==> config.mk <==
export PLATFORM = sky130hd
export DESIGN_NAME = serial_adder_ctrl
export DESIGN_NICKNAME = d
export VERILOG_FILES = /design/src/rtl/serial_adder_defs.sv /design/src/rtl/full_adder_1b.sv /design/src/rtl/half_adder.sv /design/src/rtl/serial_adder_ctrl.sv
export SDC_FILE = /design/constraint.sdc
export NUM_CORES = 1
export LEC_CHECK = 0
export BUFFER_PORTS_ARGS = -buffer_cell sky130_fd_sc_hd__buf_2
export CAP_MARGIN = 10
export CORE_ASPECT_RATIO = 0.9
export CORE_MARGIN = 4
export CORE_UTILIZATION = 29
export CTS_BUF_LIST = sky130_fd_sc_hd__clkbuf_4
export CTS_CLUSTER_SIZE = 20
export DETAILED_ROUTE_END_ITERATION = 8
export MAX_ROUTING_LAYER = met4
export PLACE_DENSITY_LB_ADDON = 0.05
export SLEW_MARGIN = 10
export SYNTH_ARGS = -nofsm -noshare
export SYNTH_HDL_FRONTEND = slang
export SYNTH_SLANG_ARGS = --single-unit
==> constraint.sdc <==
create_clock -name clk -period 3.86 [get_ports clk]
set_clock_uncertainty 0.1 [all_clocks]
set_input_delay 0.386 -clock clk [delete_from_list [all_inputs] [get_ports clk]]
set_output_delay 0.386 -clock clk [all_outputs]
set_load 0.01 [all_outputs]
==> src/rtl/serial_adder_defs.sv <==
// Shared definitions for the bit-serial adder: controller state encoding and default word width.
package serial_adder_defs;

  localparam int DEFAULT_WIDTH = 8;

  typedef enum logic [1:0] {
    ST_IDLE = 2'b00,
    ST_RUN  = 2'b01,
    ST_DONE = 2'b10
  } state_t;

endpackage

==> src/rtl/full_adder_1b.sv <==
// One-bit full adder built from two half adders; the two partial carries are
// mutually exclusive, so a plain OR merges them.
module full_adder_1b (
  input  logic x,
  input  logic y,
  input  logic ci,
  output logic s,
  output logic co
);

  logic s0;
  logic c0;
  logic c1;

  half_adder u_ha0 (.a(x),  .b(y),  .s(s0), .c(c0));
  half_adder u_ha1 (.a(s0), .b(ci), .s(s),  .c(c1));

  assign co = c0 | c1;

endmodule

==> src/rtl/half_adder.sv <==
// Existing half-adder primitive: one XOR for the sum, one AND for the carry.
module half_adder (
  input  logic a,
  input  logic b,
  output logic s,
  output logic c
);

  assign s = a ^ b;
  assign c = a & b;

endmodule

==> src/rtl/serial_adder_ctrl.sv <==
// Bit-serial adder: one shared full-adder cell walks the operands LSB first over
// WIDTH cycles, then publishes {COUT,S} with a one-cycle done pulse.
module serial_adder_ctrl
  import serial_adder_defs::*;
#(
  parameter  int WIDTH = DEFAULT_WIDTH,
  localparam int CNT_W = $clog2(WIDTH + 1)
) (
  input  logic             clk,
  input  logic             rst_n,
  input  logic             start,
  input  logic [WIDTH-1:0] A,
  input  logic [WIDTH-1:0] B,
  input  logic             CIN,
  output logic             busy,
  output logic             done,
  output logic [WIDTH-1:0] S,
  output logic             COUT
);

  localparam logic [CNT_W-1:0] LAST_CNT = CNT_W'(WIDTH - 1);

  state_t           state;
  state_t           state_next;
  logic [WIDTH-1:0] sh_a;
  logic [WIDTH-1:0] sh_b;
  logic [WIDTH-1:0] acc;
  logic             carry;
  logic [CNT_W-1:0] cnt;
  logic             load;
  logic             step;
  logic             last;
  logic             fa_s;
  logic             fa_co;

  full_adder_1b u_fa (
    .x (sh_a[0]),
    .y (sh_b[0]),
    .ci(carry),
    .s (fa_s),
    .co(fa_co)
  );

  // NOTE: every signal written here gets a default first, so no path leaves it
  // unassigned and no latch is inferred.
  always_comb begin
    state_next = state;
    load       = 1'b0;
    step       = 1'b0;
    last       = 1'b0;
    case (state)
      ST_IDLE: begin
        if (start) begin
          load       = 1'b1;
          state_next = ST_RUN;
        end
      end
      ST_RUN: begin
        step = 1'b1;
        if (cnt == LAST_CNT) begin
          last       = 1'b1;
          state_next = ST_DONE;
        end
      end
      ST_DONE: state_next = ST_IDLE;
      default: state_next = ST_IDLE;
    endcase
  end

  // NOTE: sequential state uses non-blocking assignments so every register
  // samples the pre-edge value of its sources, regardless of statement order.
  always_ff @(posedge clk or negedge rst_n) begin
    if (!rst_n) state <= ST_IDLE;
    else        state <= state_next;
  end

  always_ff @(posedge clk or negedge rst_n) begin
    if (!rst_n) begin
      sh_a  <= '0;
      sh_b  <= '0;
      acc   <= '0;
      carry <= 1'b0;
      cnt   <= '0;
      S     <= '0;
      COUT  <= 1'b0;
    end else if (load) begin
      sh_a  <= A;
      sh_b  <= B;
      acc   <= '0;
      carry <= CIN;
      cnt   <= '0;
    end else if (step) begin
      sh_a  <= sh_a >> 1;
      sh_b  <= sh_b >> 1;
      acc   <= {fa_s, acc[WIDTH-1:1]};
      carry <= fa_co;
      cnt   <= cnt + CNT_W'(1);
      // The final sum bit lands in the MSB on the same edge the result is published.
      if (last) begin
        S    <= {fa_s, acc[WIDTH-1:1]};
        COUT <= fa_co;
      end
    end
  end

  assign busy = (state == ST_RUN) || (state == ST_DONE);
  assign done = (state == ST_DONE);

endmodule
# Yosys cells after proc, flatten, opt, wreduce, memory -nomap -nowiden

Cells that the tools add are included.
W data, S select, Z words.

Register bits after elaboration: 40
Input port bits: 20
Output and inout bits: 11
Word-level logic and storage cells: 43

$add $sub $neg: 1
Equal/unequal tests: 5
Muxes and demuxes: 18
Bitwise gates (word level): 6
Reduce and logical (&&, ||, !) cells: 5

Operators with widths:

| cell                  | number |
|---|---|
| $mux W8               | 6 |
| $mux W4               | 2 |
| $mux W1               | 7 |
| $add A4 B1 Y4 const B | 1 |
| $eq A4 B3 Y1 const B  | 1 |
| $mux W2               | 2 |
| $ne A2 B2 Y1 const B  | 2 |
| $pmux W2 S2           | 1 |
| $reduce_and A3 Y1     | 1 |
| $and A1 B1 Y1         | 2 |
| $eq A2 B1 Y1 const B  | 1 |
| $eq A2 B2 Y1 const B  | 1 |
| $logic_not A2 Y1      | 1 |
| $reduce_and A2 Y1     | 1 |
| $reduce_bool A2 Y1    | 1 |
| $xor A1 B1 Y1         | 2 |
| $logic_or A1 B1 Y1    | 1 |
| $not A1 Y1            | 1 |
| $or A1 B1 Y1          | 1 |

# Logic depth before layout (Yosys ltp)

Gate-level depths: netlist of run 1.

Depth in word-level cells: 5
Gate-level depth with buffers: 7
Gate-level depth less buffers: 5

# Cells and area by module

A second synthesis of run 1 with hierarchy kept.

Cell total of the unflattened synthesis: 150
Area total of the unflattened synthesis: 1786.7 µm²

Modules (own cells, without submodules):

| module            | instances | cells an instance | area an instance (µm²) | seq. area each (µm²) |
|---|---|---|---|---|
| serial_adder_ctrl | 1         | 147               | 1755.4                 | 975.9 |
| half_adder        | 2         | 1                 | 12.5                   | 0.0 |
| full_adder_1b     | 1         | 1                 | 6.3                    | 0.0 |

# Least setup slack after synthesis of run 1

Ideal clock, no wire load.

Path type: reg2reg
Start: reg state[1]
End: reg state[0]
Setup time: 0.125 ns
Arrival time: 1.346 ns
Required time: 3.635 ns
Path slack: 2.289 ns
Cell stages (with the launch flop): 6
Path buffers: 1
Clock period less this slack: 1.571 ns
Path through: dfrtp_1 -> inv_1 -> ha_1 -> buf_4 -> a21oi_1 -> mux2_2

Word-level cells in the longest chain between the ends: 3
Elaborated cells on any way between the ends: 6
Classes of those cells: eq/ne (3); mux (1); reduce/logical (2)

Ends and longest elaborated chain:

| item                                             | RTL line                | source |
|---|---|---|
| from (decl)                                      | serial_adder_ctrl.sv:23 | `state_t state;` |
| from (signal assigned)                           | serial_adder_ctrl.sv:74 | `else state <= state_next;` |
| $eq A2 B1 Y1 or $logic_not A2 Y1 (tied branches) | serial_adder_ctrl.sv:51 | `case (state)` |
| $ne A2 B2 Y1 (no source line)                    | n/a                     |  |
| $reduce_and A2 Y1 (no source line)               | n/a                     |  |

Parallel ways exist; a longest one is shown, timed or not.
A chain may end at the register's enable or synchronous reset.

# Final worst setup path of run 1

Start: reg state[0]
End: reg sh_b[7]

Word-level cells in the longest chain between the ends: 3
Elaborated cells on any way between the ends: 6
Classes of those cells: eq/ne (1); mux (3); reduce/logical (2)

Ends and longest elaborated chain:

| item                                                           | RTL line                | source |
|---|---|---|
| $eq A2 B1 Y1 or $logic_not A2 Y1 (tied branches)               | serial_adder_ctrl.sv:51 |  |
| $mux W1                                                        | serial_adder_ctrl.sv:51 |  |
| $reduce_bool A2 Y1 (no source line) or $mux W8 (tied branches) | n/a                     |  |
| to (signal assigned)                                           | serial_adder_ctrl.sv:94 | `sh_b <= sh_b >> 1;` |
| to (decl)                                                      | serial_adder_ctrl.sv:26 | `logic [WIDTH-1:0] sh_b;` |

Parallel ways exist; a longest one is shown, timed or not.

==> run metrics, run 1 <==
VDD IR max=0.283 mV; Hold Vio Cnt, Final=0; # hold bufs at CTS=0; Post-Place Cells=242; Syn. warnings=0; initial DRC count=42; fin crit period=1940 ps; Psw=502 uW; clock root cell=clkbuf_4; Synth async-reset ratio=1.00; worst r2r path cells=5; Worst Setup Path Type=register to register; Final Net Count=206; R2R Path Start=state[0]; # rows=26; FF-to-FF End=sh_b[7]; GRT overflow=0; Max Clock Freq=515 MHz; sw frac=0.361; CP required=3960 ps; share of cells above drive strength 1=0.300; Synth Cell Area=1780 um^2; DRC=0; unrepaired setup endpoints after global routing=false; EDFF count, synth=0; DR WL/cell=13.2 um; Distinct cells, synth=24; Final period util=0.503; Avg Cell Area, Syn=12.0 um^2; pins over their slew limit=0; TritonCTS clock tree=built; Die W=90.5 um; clock share of power=0.152; GRT Total Usage=0.0999; largest net degree at the start of global routing=40; Final Cell Area=2040 um^2; CTS Sinks=39; outcome=complete, no violations; final worst slack=1920 ps; Synth Flop Type=dfrtp_1; sequential fraction of the synthesis area=0.550; max_cap viols=0; Slowest cell on crit path=and2_1; antenna fix cells=0; Port-buffer cells=30; Slew headroom=0.413; Die ar.=7440 um^2; sequential power share=0.464; worst-skew pair later-pin latency=330 ps; Layout area overhead=14.9%; Initial Utilization=0.307; Total Wirelength=3290 um; initial antenna violation count=0; WP data arrival=2040 ps; drt first pass iters=4; Logic pwr share=0.384; Die Y=82.2 um; CP endpoint=sh_b[7]; CP endpoint kind=register; Core Area=5790 um^2; Syn Inst Count=148; P_int=890 uW; CTS HTree Levels=2; Reg2Reg Setup Slack=1920 ps; Vias/cell=4.52; Slew @ Worst Pin=881 ps; CTS buffer count=5; Cell Chain, Critical Path=inv_1, ha_1, and2_1, buf_4, o21ai_0; placed cell area=1980 um^2; Pwr Density=683 nW/um^2; Synth Register Bits=39; crit path from=state[0]; via count=1,131; # resized after CTS=0; Detailed Place HPWL=2350 um; GPL Wtd Cong=0.699; Worst Hold Class=input port to asynchronous set/reset pin; IO Pins=31; syn nets=175; LEAKAGE=0.00101 uW; Pwr Total=1390 uW; number of global-route vias before repair=1,188; Post-Layout Cell Count=250; final setup TNS=0 ps; CP Max Fanout=28; post-place setup slack=1880 ps; # setup viols final=0; crit-path max cell delay=500 ps; Antenna Nets Post-Route=0; Clock transition at path regs=110 ps; # Post-CTS Setup Buffers=0; CP startpoint kind=register; commonest non-fill, non-tap cell in the layout=dfrtp_1; most frequent cells in the layout=39 x dfrtp_1, 30 x buf_2, 23 x mux2i_1; global-route wire length before repair=5710 um; Longest Clk Path Bufs=2
-- final cells by class --
| cell class | instances | area (um^2) |
|---|---|---|
| sequential | 39 | 976 |
| fill | 608 | 3750 |
| tap | 70 | 87.6 |
| multi-input combinational | 99 | 746 |
| clock buffer | 7 | 52.6 |
| timing repair buffer | 32 | 165 |
| clock inverter | 1 | 5.00 |
| inverter | 2 | 7.51 |
-- worst max-delay path, delay by kind of cell, from the launching register on --
| kind | cells | cell delay [ps] |
|---|---|---|
| compound gates | 1 | 140 |
| fa+ha+maj | 1 | 160 |
| buf+inv | 2 | 480 |
| flops | 1 | 430 |
| simple gates | 1 | 500 |
-- metrics by stage --
step	hold WS (ps)	utilization
final	51.5	0.352
after global routing	114	0.352
after CTS	77.2	0.352
after detailed placement	390	0.342
after global placement	383	0.342
after floorplan	-9.59	-
-- state kept, by name, summed over array words and instances, names as in the netlist --
| name | cells |
|---|---|
| cnt | 4 |
| sh_a | 8 |
| S | 8 |
| carry | 1 |
| sh_b | 8 |
| COUT | 1 |
| acc | 7 |
| state | 2 |
-- kinds of logic after synthesis --
logic type,count (synthesis),synth area share
DFF,39,0.550
muxes,34,0.199
xor gates and xnor gates,3,0.0148
AOI/OAI and AO/OA,18,0.0507
buffers and inverters,10,0.0317
and+or+nand+nor,37,0.100
adders and majority gates,7,0.0536
-- metal layers --
metal,track usage,part of all wire
met1,0.122,0.46
met2,0.157,0.48
met5,-,0
met3,0.0317,0.046
met4,0.0367,0.0073
-- cells in the mapped netlist (2+ instances only) --
master     n  area [um^2]
buf_2      3         15.0
buf_4      2         15.0
clkbuf_1   2         7.51
dfrtp_1   39          976
ha_1       6         75.1
inv_1      2         7.51
mux2_2    11          124
mux2i_1   23          230
nand2_1   18         67.6
nand2b_1   2         12.5
nor2_1    11         41.3
o21ai_0   16         80.1
xor2_1     2         17.5
-- how the worst min path moves through the flow --
stage / from / slack [ps] / cells past startpoint / end
6_report: rst_n / 50 / 1 / S[5]
5_1_grt: rst_n / 110 / 1 / S[3]
4_1_cts: rst_n / 80 / 1 / sh_a[1]
3_5_place_dp: S[6] / 390 / 1 / S[6]
3_3_place_gp: S[4] / 380 / 1 / S[4]
2_1_floorplan: rst_n / -10 / 0 / COUT
-- power groups by stage --
| stage | registers, uW | clock network, uW | logic [uW] |
|---|---|---|---|
| global route | 666 | 246 | 616 |
| detailed placement | 656 | 0 | 550 |
| floorplan | 631 | 0 | 452 |
| global placement | 651 | 0 | 533 |
| CTS | 648 | 229 | 550 |
| finish | 646 | 211 | 535 |
Note: power is estimated with default switching activity, not from simulation.
==> run 2: changes to the inputs <==
- clock period: 3.86 -> 1.8 ns (I/O delays scaled with it)
==> run 2 against run 1 <==
Effect of this change: global-route usage up 0.70 points; count of clock-buffer cells in the layout down 2; final area up 11%; highest routed layer unchanged; utilization is 3.7 points higher; largest power group unchanged; critical endpoint is now S[7]; die area is the same; flip-flop and latch count unchanged; combinational power is 140% higher.
==> run metrics, run 2 (synthesized netlist as in run 1, its figures left out) <==
outcome=complete, no violations; Vias/cell=4.44 (-1.9%); FF+latch area=976 um^2 (unchanged); antenna fix cells=0 (unchanged); via count=1,198 (+5.9%); Worst Setup Path Type=register to register; # rows=26 (unchanged); Die Y=82.2 um (unchanged); DRC=0 (unchanged); Final Net Count=226 (+9.7%); Longest Clk Path Bufs=2 (unchanged); Slew headroom=0.664 (+0.252); CP top delay family=flip-flops; Final Util=0.389 (+0.0372); Worst Hold Class=input port to register; initial antenna violation count=0 (unchanged); CP endpoint kind=register; worst-skew pair later-pin latency=340 ps (about the same); GRT overflow=0 (unchanged); CP Max Fanout=9 (-68%); Slew @ Worst Pin=504 ps (-377 ps); Post-Place Cells=244 (+0.83%); pins over their slew limit=0 (unchanged); post-place setup slack=168 ps (-1710 ps); Core Area=5790 um^2 (unchanged); DR WL/cell=12.8 um (-2.7%); Detailed Place HPWL=2330 um (-0.73%); Antenna Nets Post-Route=0 (unchanged); final setup TNS=0 ps (unchanged); GRT Total Usage=0.107 (+0.00700); Cell Chain, Critical Path=inv_1, ha_2, nand4_4, mux2_2; Final period util=0.907 (+0.404); sequential power share=0.449 (-0.015); Buf/Inv on CP=1 (-1); Fillers=573 (-5.8%); CTS buffer count=5 (unchanged); sw frac=0.366 (+0.00557); Initial Utilization=0.307 (unchanged); initial DRC count=48 (+14%); Max Clock Freq=613 MHz (+19%); Clock transition at path regs=110 ps (about the same); Die W=90.5 um (unchanged); share of cells above drive strength 1=0.270 (-0.0300); Psw=1130 uW (+120%); area of the multi-input gates=746 um^2 (unchanged); unrepaired setup endpoints after global routing=false; global-route wire length before repair=6120 um (+7.1%); IO Pins=31 (unchanged); TritonCTS clock tree=built; Layout area overhead=27.0%; Logic pwr share=0.410 (+0.026); Slowest cell on crit path=dfrtp_1; # setup viols final=0 (unchanged); LEAKAGE=0.00109 uW (+8.2%); most frequent cells in the layout=39 x dfrtp_1, 30 x buf_2, 23 x mux2i_1; CTS HTree Levels=2 (unchanged); # Post-CTS Setup Buffers=0 (unchanged); final worst slack=168 ps (-1750 ps); Die ar.=7440 um^2 (unchanged); P_int=1950 uW (+120%); clock root cell=clkbuf_4; max_cap viols=0 (unchanged); fin crit period=1630 ps (-310 ps); hold slack final=281 ps (+230 ps); Post-Layout Cell Count=270 (+8.0%); CP required=1930 ps (-2030 ps); number of global-route vias before repair=1,291 (+8.7%); VDD IR max=0.730 mV (+160%); Pwr Density=1370 nW/um^2 (+100%); CTS Sinks=39 (unchanged); commonest non-fill, non-tap cell in the layout=dfrtp_1; GPL Wtd Cong=0.676 (-3.3%); Largest regs=S: 8 flops, sh_a: 8 flops, sh_b: 8 flops; Total Wirelength=3460 um (+5.1%); Port-buffer cells=30 (unchanged); clock share of power=0.140 (-0.012); CP startpoint kind=register; Hold Vio Cnt, Final=0 (unchanged); largest net degree at the start of global routing=46 (+15%); crit-path max cell delay=410 ps (-90 ps); WP data arrival=1760 ps (-280 ps); drt first pass iters=3 (-1)
-- run 2: tightest hold or removal path, stage by stage --
cell and delay [ps]:
buf_2 80, nor2b_1 40, a21oi_1 190, mux2_2 180
-- run 2: final timing paths --
path                          start  slack, ps        to  depth (start not counted)
min reg2reg                    S[2]        420      S[2]                          1
max in group asynchronous     rst_n        930  state[0]                          3
min in group asynchronous     rst_n        320     carry                          3
max                        state[1]        170      S[7]                          4
min                           start        280  state[0]                          4
max reg2reg                state[1]        170      S[7]                          4
-- run 2: area by class of cell --
cell class,count,share of cell area
clock buffer,5,0.0166
clock inverter,3,0.00666
inverter,2,0.00333
multi-input combinational,99,0.331
sequential,39,0.433
tap,70,0.0388
timing repair buffer,52,0.171
-- run 2: repair_timing --
item | CTS | global route
gates resized for setup | 0 | 0
hold buffers | 18 | 0
hold endpoints to repair | 56 | 0
-- run 2: per-stage QoR --
step / total power (uW) / area [um^2]
after floorplan: 2320 / 1780
after global placement: 2630 / 2020
after detailed placement: 2670 / 2020
after CTS: 3150 / 2250
after global routing: 3380 / 2250
final: 3080 / 2250
-- run 2: per-layer routing --
metal,global-route usage,share of wire
met4,0.0413,0.012
met1,0.123,0.47
met3,0.0326,0.037
met2,0.178,0.48
met5,-,0
-- run 2: power by group through the flow --
| stage | Combinational, uW | Sequential [uW] | Clock [uW] |
|---|---|---|---|
| 5_1_grt | 1440 | 1440 | 494 |
| 3_5_place_dp | 1260 | 1410 | 0 |
| 4_1_cts | 1300 | 1390 | 463 |
| 3_3_place_gp | 1230 | 1400 | 0 |
| 2_1_floorplan | 969 | 1350 | 0 |
| 6_report | 1270 | 1390 | 433 |
==> run 3: changes to the inputs <==
- CORE_UTILIZATION: 29 -> 50
==> run 3 against run 2 <==
Effect of this change: combinational power about the same; sequential share of layout area up 0.24 points; critical path type unchanged; first-iteration DRC count down 21%; sequential power about the same; largest cell class unchanged; hold slack worse by 57 ps; maximum frequency up 0.48%; flip-flop and latch count unchanged; register-to-register slack about the same; via count up 1.3%; critical endpoint is now state[0]; critical path depth up 1; final area down 0.55%.
==> run metrics, run 3 (synthesized netlist as in run 1, its figures left out) <==
crit-path max cell delay=420 ps (about the same); DR WL/cell=13.1 um (+2.4%); Total Wirelength=3220 um (-6.7%); Met1 Wirelength=1500 um (-7.5%); Worst Setup Path Type=register to register; Slowest cell on crit path=dfrtp_1; Longest Clk Path Bufs=2 (unchanged); DR WL met2=1500 um (-9.6%); pins over their slew limit=0 (unchanged); via count=1,214 (+1.3%); worst r2r path cells=5 (+1); final setup TNS=0 ps (unchanged); Pwr Total=3120 uW (+1.2%); Core Area=3400 um^2 (-41%); most frequent cells in the layout=39 x dfrtp_1, 30 x buf_2, 23 x mux2i_1; antenna fix cells=0 (unchanged); Port-buffer cells=30 (unchanged); # setup viols final=0 (unchanged); Fillers=281 (-51%); Max Clock Freq=616 MHz (+0.48%); GRT Total Usage=0.165 (+0.0581); Die W=70.8 um (-22%); Slew @ Worst Pin=486 ps (-18.1 ps); CP endpoint kind=register; CP required=1930 ps (about the same); Pwr Density=1390 nW/um^2 (+1.8%); Vias/cell=4.93 (+11%); CTS HTree Levels=2 (unchanged); GPL Wtd Cong=0.701 (+3.7%); commonest non-fill, non-tap cell in the layout=dfrtp_1; TritonCTS clock tree=built; Worst Hold Class=input port to asynchronous set/reset pin; Die ar.=4570 um^2 (-39%); # rows=20 (-23%); Antenna Nets Post-Route=0 (unchanged); met3 WL=146 um (+14%); LEAKAGE=0.00111 uW (+1.8%); fin crit period=1620 ps (-7.84 ps); Clock transition at path regs=100 ps (about the same); Final Net Count=228 (+0.88%); Layout area overhead=26.3%; Slew headroom=0.676 (+0.0121); Highest Signal Layer=met4; outcome=complete, no violations; share of cells above drive strength 1=0.287 (+0.0171); CP Max Fanout=4 (-5); CTS buffer count=5 (unchanged); global-route wire length before repair=5660 um (-7.5%); Largest regs=S: 8 flops, sh_a: 8 flops, sh_b: 8 flops; Reg2Reg Setup Slack=180 ps (about the same); Initial Utilization=0.522 (+0.215); unrepaired setup endpoints after global routing=false; max_cap viols=0 (unchanged); Detailed Place HPWL=2240 um (-3.8%); initial DRC count=38 (-21%); CTS Sinks=39 (unchanged); GRT overflow=0 (unchanged); IO Pins=31 (unchanged); Final period util=0.903 (-0.00436); Hold Vio Cnt, Final=0 (unchanged); clock root cell=clkbuf_4; R2R Path Start=state[0]; largest net degree at the start of global routing=32 (-30%); DRC=0 (unchanged); number of global-route vias before repair=1,283 (-0.62%); drt first pass iters=4 (+1); crit path from=state[0]; VDD IR max=0.841 mV (+15%); WP data arrival=1760 ps (about the same); worst-skew pair later-pin latency=340 ps (about the same); Die Y=64.5 um (-22%); CP startpoint kind=register; FF-to-FF End=state[0]; initial antenna violation count=0 (unchanged); Cell Chain, Critical Path=inv_1, ha_1, nor2b_1, a21oi_1, mux2_2
==> run 3: cell types whose count changed in the layout (fill, tap and decap cells not counted) <==
cell	change
buf_4	+2
clkbuf_4	+2
clkinv_1	-2
clkinv_2	+1
clkinvlp_4	-1
==> run 3: how the worst max path moves through the flow <==
stage                    end  slack, ps  cells after the start
finish              state[0]        180                      5
global route        state[0]         60                      5
CTS                 state[0]        150                      5
detailed placement  state[0]        170                      5
global placement        COUT        280                      4
floorplan           state[0]        230                      5
==> run 3: cell type report <==
class | count | area [um^2] | share of cell area
sequential | 39 | 976 | 0.435
clock inverter | 1 | 5.00 | 0.00223
multi-input combinational | 99 | 746 | 0.333
inverter | 2 | 7.51 | 0.00335
tap | 44 | 55.1 | 0.0246
timing repair buffer | 54 | 400 | 0.179
clock buffer | 7 | 52.6 | 0.0234
==> run 3: metal layers <==
metal  global-route usage  up-vias
met5                    -        -
met1                0.198      574
li1                     -      605
met4               0.0775        0
met3               0.0403        8
met2                0.263       27
==> run 3: report_power, final <==
part / switching, uW / total, uW / internal, uW / leakage [uW]
logic: 649 / 1290 / 642 / 0.000565
clock network: 261 / 444 / 182 / 0.0000361
registers: 202 / 1390 / 1180 / 0.000511
total: 1110 / 3120 / 2010 / 0.00111
==> run 3: worst max-delay path: cells and delay by family (launching register included) <==
| family | cells | cell delay (ps) |
|---|---|---|
| AND/OR/NAND/NOR | 1 | 120 |
| AO/OA/AOI/OAI | 1 | 200 |
| flip-flops | 1 | 420 |
| adder cells (fa/ha/maj) | 1 | 210 |
| buffers and inverters | 1 | 100 |
| multiplexers | 1 | 370 |
==> run 3: through the flow <==
stage | hold WS, ps | util | setup slack, ps | cell area (um^2) | instances
floorplan | -216 | - | 229 | 1780 | 148
global placement | 52.2 | 0.589 | 277 | 2000 | 220
detailed placement | 70.4 | 0.589 | 174 | 2000 | 220
CTS | 221 | 0.659 | 152 | 2240 | 246
global route | 255 | 0.659 | 62.6 | 2240 | 246
finish | 224 | 0.659 | 175 | 2240 | 246
==> run 3: timing repair <==
item,CTS,global route
hold buffers,18,0
hold endpoints to repair,37,0
resized for setup,0,0
setup buffers,0,0
